## src/rtl/riscalar_reorder_buffer.sv

```systemverilog
// Purpose: 8-entry in-order reorder buffer. It allocates at the tail, completes entries from the CDB,
//          commits in order at the head, and flushes everything on a mispredicted branch commit.
// Ports:   clk_in/rst_in (async active-high); alloc_* / ready_out / alloc_idx_out (issue side);
//          cdb_* (result broadcast); we_out/wa_out/wd_out/rob_ix_out (registered commit write);
//          flush_out/flush_addrs_out (registered squash report).
// Config:  define ROB_CDB_COMMIT_BYPASS_EN to let a CDB write to the head commit on the same edge.
module riscalar_reorder_buffer (
    input  logic               clk_in,
    input  logic               rst_in,
    input  logic               alloc_valid_in,
    input  logic               alloc_has_rd_in,
    input  logic [4:0]         alloc_rd_in,
    input  logic               alloc_is_branch_in,
    output logic               ready_out,
    output logic [2:0]         alloc_idx_out,
    input  logic               cdb_valid_in,
    input  logic [2:0]         cdb_rob_idx_in,
    input  logic signed [31:0] cdb_data_in,
    input  logic               cdb_mispredict_in,
    output logic               we_out,
    output logic [4:0]         wa_out,
    output logic signed [31:0] wd_out,
    output logic [2:0]         rob_ix_out,
    output logic               flush_out,
    output logic [4:0]         flush_addrs_out [7:0]
);

    typedef struct packed {
        logic               valid;
        logic               done;
        logic               has_rd;
        logic [4:0]         rd;
        logic               is_branch;
        logic               mispredict;
        logic signed [31:0] data;
    } rob_entry_t;

    rob_entry_t         ent_q [8];
    rob_entry_t         ent_d [8];
    logic [2:0]         head_q, head_d, tail_q, tail_d;
    logic [3:0]         count_q, count_d;
    logic               we_q, we_d, flush_q, flush_d;
    logic [4:0]         wa_q, wa_d;
    logic signed [31:0] wd_q, wd_d;
    logic [2:0]         ix_q, ix_d;
    logic [4:0]         faddr_q [8];
    logic [4:0]         faddr_d [8];

    logic               alloc_fire, cdb_hit, commit, c_has_rd, c_mis;
    logic [4:0]         c_rd;
    logic signed [31:0] c_data;

    assign ready_out     = (count_q < 4'd8);
    assign alloc_idx_out = tail_q;
    assign we_out        = we_q;
    assign wa_out        = wa_q;
    assign wd_out        = wd_q;
    assign rob_ix_out    = ix_q;
    assign flush_out     = flush_q;

    always_comb begin
        for (int i = 0; i < 8; i++) begin
            flush_addrs_out[7 - i] = faddr_q[7 - i];
        end
    end

    always_comb begin
        ent_d   = ent_q;
        head_d  = head_q;
        tail_d  = tail_q;
        count_d = count_q;
        we_d    = 1'b0;
        flush_d = 1'b0;
        wa_d    = wa_q;
        wd_d    = wd_q;
        ix_d    = ix_q;
        faddr_d = faddr_q;

        alloc_fire = alloc_valid_in && ready_out;
        // Late or duplicate broadcasts (free slot, already done) are dropped here.
        cdb_hit    = cdb_valid_in && ent_q[cdb_rob_idx_in].valid && !ent_q[cdb_rob_idx_in].done;

        commit   = ent_q[head_q].valid && ent_q[head_q].done;
        c_has_rd = ent_q[head_q].has_rd;
        c_rd     = ent_q[head_q].rd;
        c_data   = ent_q[head_q].data;
        c_mis    = ent_q[head_q].mispredict;
`ifdef ROB_CDB_COMMIT_BYPASS_EN
        // The head is not done yet, so a hit on it is the only way it can retire this edge.
        if (!commit && cdb_hit && (cdb_rob_idx_in == head_q)) begin
            commit = 1'b1;
            c_data = cdb_data_in;
            c_mis  = ent_q[head_q].is_branch && cdb_mispredict_in;
        end
`endif

        if (cdb_hit) begin
            ent_d[cdb_rob_idx_in].done       = 1'b1;
            ent_d[cdb_rob_idx_in].data       = cdb_data_in;
            ent_d[cdb_rob_idx_in].mispredict = ent_q[cdb_rob_idx_in].is_branch && cdb_mispredict_in;
        end

        // The head and tail coincide only when empty (no commit) or full (no alloc), so these never collide.
        if (commit) begin
            ent_d[head_q] = '0;
            head_d        = head_q + 3'd1;
            we_d          = c_has_rd;
            wa_d          = c_rd;
            wd_d          = c_data;
            ix_d          = head_q;
        end

        if (alloc_fire) begin
            ent_d[tail_q] = '{valid: 1'b1, done: 1'b0, has_rd: alloc_has_rd_in, rd: alloc_rd_in,
                              is_branch: alloc_is_branch_in, mispredict: 1'b0, data: '0};
            tail_d        = tail_q + 3'd1;
        end

        count_d = count_q + {3'b000, alloc_fire} - {3'b000, commit};

        // The mispredicted branch keeps its link write, but every other entry is squashed.
        // Any same-cycle allocation or CDB update is overridden by this clear.
        if (commit && c_mis) begin
            flush_d = 1'b1;
            for (int i = 0; i < 8; i++) begin
                faddr_d[i] = (ent_q[i].valid && ent_q[i].has_rd && (3'(i) != head_q)) ? ent_q[i].rd : 5'd0;
                ent_d[i]   = '0;
            end
            head_d  = 3'd0;
            tail_d  = 3'd0;
            count_d = 4'd0;
        end
    end

    always_ff @(posedge clk_in or posedge rst_in) begin
        if (rst_in) begin
            for (int i = 0; i < 8; i++) begin
                ent_q[i]   <= '0;
                faddr_q[i] <= 5'd0;
            end
            head_q  <= 3'd0;
            tail_q  <= 3'd0;
            count_q <= 4'd0;
            we_q    <= 1'b0;
            flush_q <= 1'b0;
            wa_q    <= 5'd0;
            wd_q    <= 32'sd0;
            ix_q    <= 3'd0;
        end else begin
            ent_q   <= ent_d;
            faddr_q <= faddr_d;
            head_q  <= head_d;
            tail_q  <= tail_d;
            count_q <= count_d;
            we_q    <= we_d;
            flush_q <= flush_d;
            wa_q    <= wa_d;
            wd_q    <= wd_d;
            ix_q    <= ix_d;
        end
    end

endmodule

```

## config.mk

```make
export PLATFORM = sky130hd
export DESIGN_NAME = riscalar_reorder_buffer
export DESIGN_NICKNAME = d
export VERILOG_FILES = /design/src/rtl/riscalar_reorder_buffer.sv
export SDC_FILE = /design/constraint.sdc
export NUM_CORES = 1
export LEC_CHECK = 0
export BUFFER_PORTS_ARGS = -buffer_cell sky130_fd_sc_hd__buf_2
export CORE_ASPECT_RATIO = 1.75
export CORE_MARGIN = 1.5
export CORE_UTILIZATION = 23
export CTS_CLUSTER_DIAMETER = 100
export CTS_CLUSTER_SIZE = 12
export DETAILED_ROUTE_END_ITERATION = 12
export SLEW_MARGIN = 20
export SYNTH_ARGS = -nofsm -noshare
export SYNTH_HDL_FRONTEND = slang
export SYNTH_SLANG_ARGS = --single-unit
```

## constraint.sdc

```tcl
create_clock -name clk_in -period 36.5 [get_ports clk_in]
set_input_delay 1.825 -clock clk_in [delete_from_list [all_inputs] [get_ports clk_in]]
set_output_delay 1.825 -clock clk_in [all_outputs]
set_load 0.02 [all_outputs]
```

==> metrics.txt, run 1 <==
# TYPE chip_impl_metric gauge
chip_impl_metric{name="fp.dieH",unit="µm"} 402
chip_impl_metric{name="arrival",unit="ns"} 5.99
chip_impl_metric{name="period_minus_slack",unit="ns"} 5.35
chip_impl_metric{name="floorplan.initialDensity",unit="%"} 23.2
chip_impl_info{name="post-synth-top-area-cell",value="sky130_fd_sc_hd__dfrtp_1"} 1
chip_impl_metric{name="cts_setup_buffers",unit=""} 0
chip_impl_metric{name="switching_share",unit="%"} 38.2
chip_impl_metric{name="cap_violations",unit=""} 0
chip_impl_info{name="rsz_0062_raised_after_global_routing",value="false"} 1
chip_impl_metric{name="tns",unit="ns"} 0
chip_impl_info{name="tritoncts",value="yes"} 1
chip_impl_metric{name="largest_clock_skew_in_the_final_design",unit="ns"} 0.0305
chip_impl_metric{name="synth_edf_count",unit=""} 0
chip_impl_metric{name="critical_path_peak_fanout",unit=""} 109
chip_impl_metric{name="detail-route-antenna-nets",unit=""} 0
chip_impl_metric{name="post-route-drc-count",unit=""} 0
chip_impl_metric{name="clk_pin_slew",unit="ns"} 0.07
chip_impl_metric{name="grt_max_degree",unit=""} 110
chip_impl_metric{name="seq_power_share",unit="%"} 42.9
chip_impl_metric{name="syn_nets",unit=""} 1832
chip_impl_metric{name="max_stage_delay",unit="ns"} 0.89
chip_impl_metric{name="grt_use_total",unit="%"} 14.7
chip_impl_metric{name="synth_sequential_area_ratio",unit="%"} 51.2
chip_impl_info{name="rr_endpoint",value="count_q[1]"} 1
chip_impl_metric{name="flow.area_growth_from_synthesis",unit="%"} 13.0
chip_impl_metric{name="std_cell_rows",unit=""} 146
chip_impl_metric{name="net_sw_power",unit="mW"} 0.668
chip_impl_metric{name="syn_avg_cell_area",unit="µm²"} 11.8
chip_impl_metric{name="r2r_setup_slack",unit="ns"} 31.89
chip_impl_metric{name="cts_max_path_buffers",unit=""} 3
chip_impl_info{name="cp_cell_sequence",value="buf_2 -> inv_8 -> buf_4 -> buf_4 -> buf_4 -> buf_4"} 1
chip_impl_metric{name="vias",unit=""} 14500
chip_impl_metric{name="gp_congestion",unit=""} 0.768
chip_impl_metric{name="quantity_of_hold_fixing_buffers_added_after_cts",unit=""} 0
chip_impl_metric{name="cts_resized",unit=""} 0
chip_impl_metric{name="io-pin-count",unit=""} 133
chip_impl_info{name="outcome",value="completed"} 1
chip_impl_metric{name="place.detailed.hpwl",unit="µm"} 42500
chip_impl_metric{name="chipWidth",unit="µm"} 231
chip_impl_metric{name="cp_data_required_time",unit="ns"} 37.14
chip_impl_metric{name="synth_cell_types",unit=""} 61
chip_impl_metric{name="syn_inst",unit=""} 1773
chip_impl_metric{name="power_leakage",unit="nW"} 10.7
chip_impl_metric{name="postSynthRegisterBits",unit=""} 428
chip_impl_metric{name="fp.coreArea",unit="µm²"} 90400
chip_impl_metric{name="tightest_slew",unit="ns"} 1.13
chip_impl_metric{name="antenna_found_initial",unit=""} 15
chip_impl_metric{name="clkPwrFrac",unit="%"} 22.6
chip_impl_metric{name="post_synth_arst_share",unit="%"} 100
chip_impl_metric{name="place_area",unit="µm²"} 22600
chip_impl_metric{name="cts_made_buffers",unit=""} 41
chip_impl_metric{name="dieArea",unit="µm²"} 92900
chip_impl_metric{name="final_nets",unit=""} 1859
chip_impl_info{name="worst_hold_endpoint",value="wd_out[12]"} 1
chip_impl_metric{name="global_route.overflow_total",unit=""} 0
chip_impl_metric{name="setup_viol_count_final",unit=""} 0
chip_impl_metric{name="grt_first_pass_wirelength",unit="µm"} 103000
chip_impl_metric{name="viasPerCell",unit=""} 4.87
chip_impl_metric{name="final_number_of_hold_violating_endpoints",unit=""} 0
chip_impl_metric{name="synth_largest_type_area_fraction",unit="%"} 51.2
chip_impl_metric{name="post_route_cells_drive_above_1_share",unit="%"} 19.0
chip_impl_info{name="clock-root-buffer",value="sky130_fd_sc_hd__clkbuf_16"} 1
chip_impl_metric{name="io_buffers",unit=""} 132
chip_impl_info{name="critPathSlowestCell",value="sky130_fd_sc_hd__buf_4"} 1
chip_impl_info{name="worst-setup-path-type",value="in -> async"} 1
chip_impl_metric{name="yosys_warnings",unit=""} 0
chip_impl_metric{name="routed_wire_length_per_instance",unit="µm"} 22.8
chip_impl_metric{name="report.final.slew_viol_count",unit=""} 0
chip_impl_metric{name="synth.cell_area",unit="µm²"} 20900
chip_impl_metric{name="min_delay_path_depth",unit=""} 2
chip_impl_metric{name="power.internal",unit="mW"} 1.08
chip_impl_info{name="min-delay-start",value="wd_out[12]"} 1
chip_impl_metric{name="first_global_vias",unit=""} 15400
chip_impl_metric{name="worst_skew_late_latency",unit="ns"} 0.59
chip_impl_info{name="post_synth_top_flop",value="sky130_fd_sc_hd__dfrtp_1"} 1
chip_impl_metric{name="htree_levels",unit=""} 2
chip_impl_metric{name="clock-sinks",unit=""} 428
chip_impl_info{name="post_synth_main_area_contributors",value="sky130_fd_sc_hd__dfrtp_1 51%, sky130_fd_sc_hd__mux2i_1 17%, sky130_fd_sc_hd__mux4_2 8.5%, sky130_fd_sc_hd__nor3_1 6.4%, sky130_fd_sc_hd__buf_2 1.6%"} 1
chip_impl_metric{name="timing.fmax",unit="MHz"} 187
chip_impl_info{name="path_common_cell",value="sky130_fd_sc_hd__buf_4"} 1
chip_impl_metric{name="irDropWorstVdd",unit="µV"} 43.0
chip_impl_metric{name="drt-initial-drc-count",unit=""} 1087
chip_impl_metric{name="totalWireLength",unit="µm"} 68300
chip_impl_metric{name="reg2reg_depth",unit=""} 11
chip_impl_metric{name="finalCritPeriodShare",unit="%"} 14.7
chip_impl_metric{name="power-per-cell-area",unit="nW/µm²"} 73.9
chip_impl_info{name="cp-end-kind",value="async pin"} 1
chip_impl_info{name="worst_setup_path_start_kind",value="input pin"} 1
chip_impl_metric{name="power.share.combinational",unit="%"} 34.5
chip_impl_info{name="min_path_type",value="reg -> reg"} 1
chip_impl_info{name="timing.rr.start",value="head_q[0]"} 1
chip_impl_metric{name="slew-limit-headroom",unit="%"} 24.1
chip_impl_metric{name="drt_first_pass_iters",unit=""} 5
chip_impl_metric{name="final_cell_area",unit="µm²"} 23700
final cells by class:
cell class | count | area (µm²)
fill | 9410 | 66800
sequential | 428 | 10700
multi-input combinational | 1104 | 9190
tap | 1184 | 1480
clock buffer | 43 | 1030
timing repair buffer | 172 | 961
inverter | 53 | 206
clock inverter | 4 | 67.6
antenna | 1 | 2.50
critical path: cells and delay by family:
family | cells | cell delay (ns)
buf+inv | 6 | 3.87
state kept, by name (all words and copies together), names as in the netlist:
register / flops
rob_ix_out: 3
wa_out: 5
head_q: 3
flush_out: 1
count_q: 4
alloc_idx_out: 3
flush_addrs_out: 40
ent_q: 336
wd_out: 32
we_out: 1
cells by family after synthesis:
| family | share of synthesized area, % |
|---|---|
| xor gates and xnor gates | 0.209 |
| DFF | 51.2 |
| buffers and inverters | 5.37 |
| and+or+nand+nor | 12.1 |
| AOI/OAI and AO/OA | 4.62 |
| muxes | 25.8 |
| adders and majority gates | 0.753 |
layer usage:
metal  wire length (µm)  global-route usage, %  vias up  part of all wire (%)
met2              35200                   25.8      485                    52
met4               3120                   7.09       18                   4.6
met3               3580                   2.35      162                   5.2
met5                111                      0        -                  0.16
li1                   -                      -     6379                     -
met1              26300                   17.1     7502                    38
cell usage after synthesis (2+ instances only):
master	count
sky130_fd_sc_hd__dfrtp_1	428
sky130_fd_sc_hd__mux2i_1	357
sky130_fd_sc_hd__nor3_1	266
sky130_fd_sc_hd__nor2_1	84
sky130_fd_sc_hd__mux4_2	79
sky130_fd_sc_hd__buf_2	69
sky130_fd_sc_hd__nand2_1	68
sky130_fd_sc_hd__clkbuf_1	65
sky130_fd_sc_hd__inv_1	50
sky130_fd_sc_hd__nand3_1	48
sky130_fd_sc_hd__o21ai_0	44
sky130_fd_sc_hd__a22oi_1	42
sky130_fd_sc_hd__buf_1	26
sky130_fd_sc_hd__a21oi_1	22
sky130_fd_sc_hd__buf_4	11
sky130_fd_sc_hd__buf_6	11
sky130_fd_sc_hd__ha_1	11
sky130_fd_sc_hd__nor3_2	8
sky130_fd_sc_hd__a22oi_4	7
sky130_fd_sc_hd__nor2b_1	7
sky130_fd_sc_hd__nand2b_1	6
sky130_fd_sc_hd__clkbuf_2	5
sky130_fd_sc_hd__nor4_1	4
sky130_fd_sc_hd__a31oi_1	3
sky130_fd_sc_hd__mux2_2	3
sky130_fd_sc_hd__nand3b_1	3
sky130_fd_sc_hd__xnor2_1	3
sky130_fd_sc_hd__a21oi_2	2
sky130_fd_sc_hd__a222oi_1	2
sky130_fd_sc_hd__a2bb2oi_1	2
sky130_fd_sc_hd__and3_1	2
sky130_fd_sc_hd__clkinv_1	2
sky130_fd_sc_hd__nand4_1	2
sky130_fd_sc_hd__nor3b_1	2
sky130_fd_sc_hd__or3_1	2
sky130_fd_sc_hd__xor2_1	2
worst max path at each step:
stage,cells past startpoint,slack [ns],start,endpoint
after global routing,6,30.46,rst_in,ent_q[193]
after CTS,6,30.98,rst_in,ent_q[193]
after detailed placement,6,30.38,rst_in,ent_q[144]
after floorplan,1,22.76,rst_in,alloc_idx_out[0]
after global placement,6,30.40,rst_in,ent_q[102]
final,6,31.15,rst_in,ent_q[142]
power groups by stage:
| stage | Sequential [mW] | Combinational [mW] | Clock (mW) |
|---|---|---|---|
| floorplan | 0.719 | 0.447 | 0 |
| global placement | 0.752 | 0.598 | 0 |
| detailed placement | 0.756 | 0.609 | 0 |
| CTS | 0.749 | 0.611 | 0.404 |
| global route | 0.770 | 0.656 | 0.418 |
| finish | 0.749 | 0.604 | 0.395 |
stage by stage:
step | hold WS [ns] | setup slack (ns) | total power [mW] | std cells | util (%)
global placement | 0.480 | 30.40 | 1.35 | 2941 | 24.9
floorplan | 0.481 | 22.76 | 1.17 | 1773 | -
finish | 0.490 | 31.15 | 1.75 | 2989 | 26.2
global route | 0.521 | 30.46 | 1.84 | 2988 | 26.2
detailed placement | 0.486 | 30.38 | 1.37 | 2941 | 24.9
CTS | 0.501 | 30.98 | 1.76 | 2988 | 26.2
cells in the final DEF (no fill, tap or decap), types with 3 or more instances in the layout:
cell type and count:
sky130_fd_sc_hd__a21oi_1 22, sky130_fd_sc_hd__nand2_1 68, sky130_fd_sc_hd__xnor2_1 3, sky130_fd_sc_hd__dfrtp_1 426
sky130_fd_sc_hd__mux2_2 3, sky130_fd_sc_hd__a31oi_1 3, sky130_fd_sc_hd__clkbuf_16 41, sky130_fd_sc_hd__nor2_1 83
sky130_fd_sc_hd__a22oi_4 7, sky130_fd_sc_hd__nor3_2 11, sky130_fd_sc_hd__nor4_2 3, sky130_fd_sc_hd__nand3b_1 3
sky130_fd_sc_hd__o21ai_0 44, sky130_fd_sc_hd__nand2b_1 5, sky130_fd_sc_hd__mux2i_1 357, sky130_fd_sc_hd__mux4_2 79
sky130_fd_sc_hd__buf_4 40, sky130_fd_sc_hd__nand3_1 48, sky130_fd_sc_hd__inv_1 49, sky130_fd_sc_hd__a22oi_1 42
sky130_fd_sc_hd__buf_2 132, sky130_fd_sc_hd__ha_1 11, sky130_fd_sc_hd__nor3_1 263, sky130_fd_sc_hd__nor2b_1 7
Power figures use the tool's default switching activity.
==> inputs of run 2 (changes only) <==
==> constraint.sdc (replaced) <==
create_clock -name clk_in -period 4.9 [get_ports clk_in]
set_input_delay 0.245 -clock clk_in [delete_from_list [all_inputs] [get_ports clk_in]]
set_output_delay 0.245 -clock clk_in [all_outputs]
set_load 0.02 [all_outputs]
==> run 2 against run 1 <==
  * Largest cell class unchanged
  * Critical path type is now reg -> reg
  * Critical path depth up 4
  * Hold slack worse by 0.42 ns
  * Sequential share of layout area shrank 0.21 points
  * Non-clock buffer count up 3
  * First-iteration DRC count fell by 3.8%
==> metrics.txt, run 2 (synthesized netlist as in run 1, its figures left out) <==
# TYPE chip_impl_metric gauge
chip_impl_info{name="outcome",value="completed"} 1
chip_impl_info{name="layout.cells.most_common_list",value="426 x sky130_fd_sc_hd__dfrtp_1, 357 x sky130_fd_sc_hd__mux2i_1, 263 x sky130_fd_sc_hd__nor3_1, 132 x sky130_fd_sc_hd__buf_2, 83 x sky130_fd_sc_hd__nor2_1"} 1
chip_impl_info{name="tritoncts",value="yes"} 1
chip_impl_metric{name="fillers",unit=""} 9450
chip_impl_metric{name="flow.area_growth_from_synthesis",unit="%"} 13.5
chip_impl_metric{name="slew-limit-headroom",unit="%"} 23.9
chip_impl_metric{name="cts_made_buffers",unit=""} 41
chip_impl_metric{name="floorplan.initialDensity",unit="%"} 23.2
chip_impl_metric{name="tightest_slew",unit="ns"} 1.14
chip_impl_metric{name="cts_setup_buffers",unit=""} 0
chip_impl_metric{name="gp_congestion",unit=""} 0.834
chip_impl_metric{name="grt_use_total",unit="%"} 14.7
chip_impl_metric{name="fp.dieH",unit="µm"} 402
chip_impl_metric{name="vias",unit=""} 14500
chip_impl_metric{name="final_nets",unit=""} 1862
chip_impl_info{name="cp-end-kind",value="register"} 1
chip_impl_metric{name="power_leakage",unit="nW"} 10.8
chip_impl_metric{name="first_global_vias",unit=""} 15100
chip_impl_metric{name="cp_data_required_time",unit="ns"} 5.35
chip_impl_metric{name="worst_skew_late_latency",unit="ns"} 0.58
chip_impl_metric{name="clk_pin_slew",unit="ns"} 0.07
chip_impl_metric{name="irDropWorstVdd",unit="µV"} 287
chip_impl_info{name="rsz_0062_raised_after_global_routing",value="false"} 1
chip_impl_metric{name="global_route.overflow_total",unit=""} 0
chip_impl_info{name="rr_endpoint",value="count_q[2]"} 1
chip_impl_metric{name="dieArea",unit="µm²"} 92900
chip_impl_metric{name="io-pin-count",unit=""} 133
chip_impl_metric{name="viasPerCell",unit=""} 4.86
chip_impl_metric{name="fin_hold_ws",unit="ns"} 0.0662
chip_impl_metric{name="place.detailed.hpwl",unit="µm"} 43200
chip_impl_info{name="critPathSlowestCell",value="sky130_fd_sc_hd__and2_2"} 1
chip_impl_metric{name="power.total",unit="mW"} 13.1
chip_impl_info{name="worst-setup-path-type",value="reg -> reg"} 1
chip_impl_info{name="worst_setup_path_start_kind",value="register"} 1
chip_impl_metric{name="finalCritPeriodShare",unit="%"} 75.1
chip_impl_metric{name="arrival",unit="ns"} 4.13
chip_impl_metric{name="tns",unit="ns"} 0
chip_impl_info{name="mostFrequentLayoutCell",value="sky130_fd_sc_hd__dfrtp_1"} 1
chip_impl_metric{name="final_cell_area",unit="µm²"} 23800
chip_impl_metric{name="antenna_found_initial",unit=""} 19
chip_impl_info{name="worst_hold_endpoint",value="ent_q[114]"} 1
chip_impl_metric{name="period_minus_slack",unit="ns"} 3.68
chip_impl_metric{name="largest_clock_skew_in_the_final_design",unit="ns"} 0.0387
chip_impl_metric{name="worstPathBufferInverterCount",unit=""} 2
chip_impl_metric{name="chipWidth",unit="µm"} 231
chip_impl_metric{name="fp.coreArea",unit="µm²"} 90400
chip_impl_metric{name="totalWireLength",unit="µm"} 68500
chip_impl_metric{name="min_delay_path_depth",unit=""} 3
chip_impl_metric{name="quantity_of_hold_fixing_buffers_added_after_cts",unit=""} 1
chip_impl_metric{name="finish.utilization",unit="%"} 26.3
chip_impl_metric{name="detail-route-antenna-nets",unit=""} 0
chip_impl_metric{name="cts_max_path_buffers",unit=""} 3
chip_impl_metric{name="clock-sinks",unit=""} 428
chip_impl_metric{name="power-per-cell-area",unit="nW/µm²"} 551
chip_impl_metric{name="htree_levels",unit=""} 2
chip_impl_metric{name="critical_path_peak_fanout",unit=""} 42
chip_impl_metric{name="cts_resized",unit=""} 0
chip_impl_metric{name="grt_max_degree",unit=""} 152
chip_impl_metric{name="std_cell_rows",unit=""} 146
chip_impl_metric{name="post_route_cells_drive_above_1_share",unit="%"} 19.1
chip_impl_metric{name="place_area",unit="µm²"} 22600
chip_impl_info{name="cp_cell_sequence",value="nor2_1 -> a22oi_4 -> and2_2 -> inv_2 -> ha_1 -> inv_1 -> ha_1 -> fa_1 -> xnor2_1 -> nor2_1"} 1
chip_impl_info{name="timing.rr.start",value="head_q[1]"} 1
chip_impl_info{name="min-delay-start",value="cdb_data_in[30]"} 1
chip_impl_metric{name="timing.fmax",unit="MHz"} 272
chip_impl_metric{name="preCtsSetupSlack",unit="ns"} 1.31
chip_impl_info{name="clock-root-buffer",value="sky130_fd_sc_hd__clkbuf_16"} 1
chip_impl_metric{name="grt_first_pass_wirelength",unit="µm"} 103000
chip_impl_metric{name="numPlacedInstances",unit=""} 2943
chip_impl_metric{name="final_number_of_hold_violating_endpoints",unit=""} 0
chip_impl_metric{name="final_critical_path_setup_slack",unit="ns"} 1.22
chip_impl_info{name="max_flop_register",value="ent_q"} 1
chip_impl_metric{name="post-route-drc-count",unit=""} 0
chip_impl_metric{name="flip_flop_count_of_the_largest_register_all_copies_and_words_added",unit=""} 336
chip_impl_metric{name="io_buffers",unit=""} 132
chip_impl_metric{name="setup_viol_count_final",unit=""} 0
chip_impl_metric{name="drt-initial-drc-count",unit=""} 1046
chip_impl_info{name="min_path_type",value="in -> reg"} 1
chip_impl_metric{name="drt_first_pass_iters",unit=""} 6
chip_impl_metric{name="max_stage_delay",unit="ns"} 0.93
chip_impl_metric{name="reg2reg_depth",unit=""} 10
chip_impl_metric{name="report.final.slew_viol_count",unit=""} 0
chip_impl_info{name="worst_path_dominant_cell_family",value="simple AND/OR/NAND/NOR gates"} 1
chip_impl_metric{name="finish.cell_count_without_fillers",unit=""} 2993
chip_impl_metric{name="routed_wire_length_per_instance",unit="µm"} 22.9
chip_impl_metric{name="r2r_setup_slack",unit="ns"} 1.22
chip_impl_metric{name="cap_violations",unit=""} 0
[run 2: final cells by class]
class / count / area (µm²) / area share (%)
sequential: 428 / 10700 / 45.1
timing repair buffer: 175 / 1050 / 4.41
tap: 1184 / 1480 / 6.23
inverter: 53 / 203 / 0.853
antenna: 2 / 5.00 / 0.0211
multi-input combinational: 1104 / 9190 / 38.7
clock inverter: 2 / 38.8 / 0.163
clock buffer: 45 / 1080 / 4.56
[run 2: how the worst max path moves through the flow]
stage | start | to | slack, ns | cells after the start
detailed placement | head_q[1] | count_q[2] | 1.31 | 10
finish | head_q[1] | count_q[2] | 1.22 | 10
CTS | head_q[1] | count_q[2] | 1.28 | 10
global placement | head_q[2] | count_q[2] | 1.36 | 11
global route | head_q[1] | count_q[2] | 1.06 | 10
floorplan | rst_in | alloc_idx_out[0] | -1.12 | 1
[run 2: where the power goes]
group / total (mW) / switching (mW) / leakage [nW] / internal [mW]
clock network: 2.97 / 1.37 / 0.551 / 1.60
registers: 5.49 / 0.806 / 5.77 / 4.69
logic: 4.64 / 2.81 / 4.47 / 1.83
[run 2: worst register-to-register path, stage by stage, from the launching register on]
cell and delay (ns):
sky130_fd_sc_hd__dfrtp_1 0.81, sky130_fd_sc_hd__nor2_1 0.25, sky130_fd_sc_hd__a22oi_4 0.22, sky130_fd_sc_hd__and2_2 0.93, sky130_fd_sc_hd__inv_2 0.12, sky130_fd_sc_hd__ha_1 0.32, sky130_fd_sc_hd__inv_1 0.04, sky130_fd_sc_hd__ha_1 0.21
sky130_fd_sc_hd__fa_1 0.42, sky130_fd_sc_hd__xnor2_1 0.17, sky130_fd_sc_hd__nor2_1 0.06
[run 2: per-layer routing]
metal  part of all wire [%]  up-vias  track usage (%)
met5                   0.18        -                0
met4                    4.7       24             6.90
met3                    4.7      162             2.37
met2                     51      435             25.3
met1                     40     7527             17.7
li1                       -     6388                -
==> inputs of run 3 (changes only) <==
==> constraint.sdc (replaced) <==
create_clock -name clk_in -period 3.25 [get_ports clk_in]
set_input_delay 0.1625 -clock clk_in [delete_from_list [all_inputs] [get_ports clk_in]]
set_output_delay 0.1625 -clock clk_in [all_outputs]
set_load 0.02 [all_outputs]
==> run 3 against run 2 <==
  * Clock skew fell by 0.013 ns
  * Non-clock buffer count rose by 72
  * Sequential power rose by 50%
  * Power rose by 52%
  * Design area rose by 3.2%
  * Final cell count rose by 2.4%
  * Sequential share of layout area fell by 1.4 points
  * Via count rose by 0.63%
  * Sequential cell count did not move
  * Fmax rose by 30%
  * Register-to-register slack got worse by 0.80 ns
  * Global-route usage barely moved
==> metrics.txt, run 3 (synthesized netlist as in run 1, its figures left out) <==
# TYPE chip_impl_metric gauge
chip_impl_metric{name="final_cell_area",unit="µm²"} 24500
chip_impl_metric{name="grt_use_total",unit="%"} 14.7
chip_impl_metric{name="cp_data_required_time",unit="ns"} 3.66
chip_impl_metric{name="cts_setup_buffers",unit=""} 0
chip_impl_metric{name="io-pin-count",unit=""} 133
chip_impl_metric{name="power.total",unit="mW"} 19.9
chip_impl_info{name="min_path_type",value="in -> reg"} 1
chip_impl_metric{name="place.detailed.hpwl",unit="µm"} 45500
chip_impl_metric{name="tightest_slew",unit="ns"} 0.973
chip_impl_info{name="mostFrequentLayoutCell",value="sky130_fd_sc_hd__dfrtp_1"} 1
chip_impl_metric{name="period_minus_slack",unit="ns"} 2.83
chip_impl_metric{name="area_of_the_multi_input_gates",unit="µm²"} 9190
chip_impl_metric{name="tns",unit="ns"} 0
chip_impl_metric{name="largest_clock_skew_in_the_final_design",unit="ns"} 0.0262
chip_impl_metric{name="power.internal",unit="mW"} 12.4
chip_impl_info{name="outcome",value="completed"} 1
chip_impl_metric{name="cts_max_path_buffers",unit=""} 3
chip_impl_metric{name="first_global_vias",unit=""} 15600
chip_impl_metric{name="routed_wire_length_per_instance",unit="µm"} 22.2
chip_impl_metric{name="totalWireLength",unit="µm"} 68000
chip_impl_metric{name="fp.dieH",unit="µm"} 402
chip_impl_metric{name="gp_congestion",unit=""} 0.813
chip_impl_info{name="clock-root-buffer",value="sky130_fd_sc_hd__clkbuf_16"} 1
chip_impl_metric{name="timing.fmax",unit="MHz"} 353
chip_impl_metric{name="cap_violations",unit=""} 0
chip_impl_metric{name="htree_levels",unit=""} 2
chip_impl_info{name="worst-setup-path-type",value="reg -> reg"} 1
chip_impl_metric{name="irDropWorstVdd",unit="µV"} 431
chip_impl_metric{name="grt_max_degree",unit=""} 96
chip_impl_metric{name="fillers",unit=""} 9361
chip_impl_metric{name="seq_power_share",unit="%"} 41.5
chip_impl_info{name="max_flop_register",value="ent_q"} 1
chip_impl_metric{name="finalCritPeriodShare",unit="%"} 87.1
chip_impl_metric{name="vias",unit=""} 14600
chip_impl_metric{name="worst_skew_late_latency",unit="ns"} 0.57
chip_impl_metric{name="power.share.combinational",unit="%"} 36.1
chip_impl_metric{name="drt-initial-drc-count",unit=""} 833
chip_impl_metric{name="numPlacedInstances",unit=""} 2975
chip_impl_metric{name="critical_path_peak_fanout",unit=""} 54
chip_impl_metric{name="drt_first_pass_iters",unit=""} 5
chip_impl_metric{name="io_buffers",unit=""} 132
chip_impl_metric{name="clkPwrFrac",unit="%"} 22.4
chip_impl_metric{name="cts_made_buffers",unit=""} 41
chip_impl_metric{name="antenna_found_initial",unit=""} 10
chip_impl_metric{name="floorplan.initialDensity",unit="%"} 23.2
chip_impl_metric{name="net_sw_power",unit="mW"} 7.48
chip_impl_metric{name="std_cell_rows",unit=""} 146
chip_impl_metric{name="chipWidth",unit="µm"} 231
chip_impl_metric{name="grt_first_pass_wirelength",unit="µm"} 103000
chip_impl_info{name="tritoncts",value="yes"} 1
chip_impl_metric{name="clk_pin_slew",unit="ns"} 0.07
chip_impl_metric{name="dieArea",unit="µm²"} 92900
chip_impl_metric{name="finish.cell_count_without_fillers",unit=""} 3066
chip_impl_metric{name="arrival",unit="ns"} 3.24
chip_impl_metric{name="detail-route-antenna-nets",unit=""} 0
chip_impl_metric{name="flow.area_growth_from_synthesis",unit="%"} 17.2
chip_impl_metric{name="power_leakage",unit="nW"} 11.2
chip_impl_metric{name="switching_share",unit="%"} 37.6
chip_impl_metric{name="cts_resized",unit=""} 0
chip_impl_metric{name="post-route-drc-count",unit=""} 0
chip_impl_info{name="worst_setup_path_start_kind",value="register"} 1
chip_impl_metric{name="clock-sinks",unit=""} 428
chip_impl_metric{name="fp.coreArea",unit="µm²"} 90400
chip_impl_info{name="cp-end-kind",value="register"} 1
chip_impl_metric{name="register_area",unit="µm²"} 10700
chip_impl_metric{name="global_route.overflow_total",unit=""} 0
chip_impl_metric{name="report.final.slew_viol_count",unit=""} 0
chip_impl_metric{name="final_number_of_hold_violating_endpoints",unit=""} 0
chip_impl_metric{name="setup_viol_count_final",unit=""} 0
chip_impl_metric{name="final_nets",unit=""} 1934
chip_impl_metric{name="power-per-cell-area",unit="nW/µm²"} 810
chip_impl_metric{name="slew-limit-headroom",unit="%"} 35.0
chip_impl_metric{name="flip_flop_count_of_the_largest_register_all_copies_and_words_added",unit=""} 336
chip_impl_info{name="rsz_0062_raised_after_global_routing",value="false"} 1
chip_impl_metric{name="fin_hold_ws",unit="ns"} 0.0418
chip_impl_metric{name="viasPerCell",unit=""} 4.77
chip_impl_info{name="layout.cells.most_common_list",value="426 x sky130_fd_sc_hd__dfrtp_1, 357 x sky130_fd_sc_hd__mux2i_1, 263 x sky130_fd_sc_hd__nor3_1, 132 x sky130_fd_sc_hd__buf_2, 83 x sky130_fd_sc_hd__nor2_1"} 1
chip_impl_metric{name="post_route_cells_drive_above_1_share",unit="%"} 20.1
chip_impl_metric{name="place_area",unit="µm²"} 23000
run 3: repair_timing:
| item | 4_1_cts | 5_1_grt |
|---|---|---|
| setup endpoints to repair | 0 | 0 |
| endpoints found under the hold margin | 252 | 0 |
| hold buffers | 41 | 0 |
run 3: power groups by stage:
stage                     sequential [mW]  combinational, mW  clock, mW
after floorplan                      8.08               5.02          0
after global placement               8.31               7.07          0
after detailed placement             8.35               7.18          0
after CTS                            8.27               7.25       4.57
after global routing                 8.48               7.77       4.73
final                                8.26               7.17       4.45
run 3: critical path, cell delays in order, from the launching register on:
cell and delay (ns):
sky130_fd_sc_hd__dfrtp_4 0.60, sky130_fd_sc_hd__nand3b_1 0.20, sky130_fd_sc_hd__a21oi_1 0.44, sky130_fd_sc_hd__o21ai_4 0.10
sky130_fd_sc_hd__buf_4 0.40, sky130_fd_sc_hd__a222oi_1 0.41, sky130_fd_sc_hd__buf_4 0.37, sky130_fd_sc_hd__nor3_1 0.10
run 3: cell type report:
class / count / share of cell area (%)
Inverter: 53 / 0.826
Tap cell: 1184 / 6.04
Timing Repair Buffer: 247 / 7.39
Multi-Input combinational cell: 1104 / 37.5
Sequential cell: 428 / 43.7
Clock inverter: 2 / 0.158
Clock buffer: 44 / 4.40
Antenna cell: 4 / 0.0408
run 3: stage by stage:
stage | utilization [%] | setup WS [ns]
after floorplan | - | -2.69
after global placement | 25.4 | 0.521
after detailed placement | 25.4 | 0.480
after CTS | 27.1 | 0.451
after global routing | 27.1 | 0.273
final | 27.1 | 0.418
run 3: final timing paths:
| check | startpoint | cells past startpoint | slack (ns) | endpoint |
|---|---|---|---|---|
| max | head_q[2] | 7 | 0.42 | ent_q[235] |
| min | cdb_mispredict_in | 5 | 0.04 | ent_q[284] |
| max reg2reg | head_q[2] | 7 | 0.42 | ent_q[235] |
| min reg2reg | wd_out[16] | 2 | 0.49 | wd_out[16] |
| max in group asynchronous | rst_in | 5 | 1.95 | ent_q[144] |
| min in group asynchronous | rst_in | 3 | 0.27 | wd_out[7] |
run 3: per-layer routing:
| metal | up-vias | GRT usage [%] | routed length, µm |
|---|---|---|---|
| li1 | 6547 | - | - |
| met5 | - | 0 | 69 |
| met4 | 10 | 6.58 | 2920 |
| met3 | 150 | 1.99 | 2720 |
| met2 | 392 | 26.2 | 35500 |
| met1 | 7528 | 17.3 | 26800 |
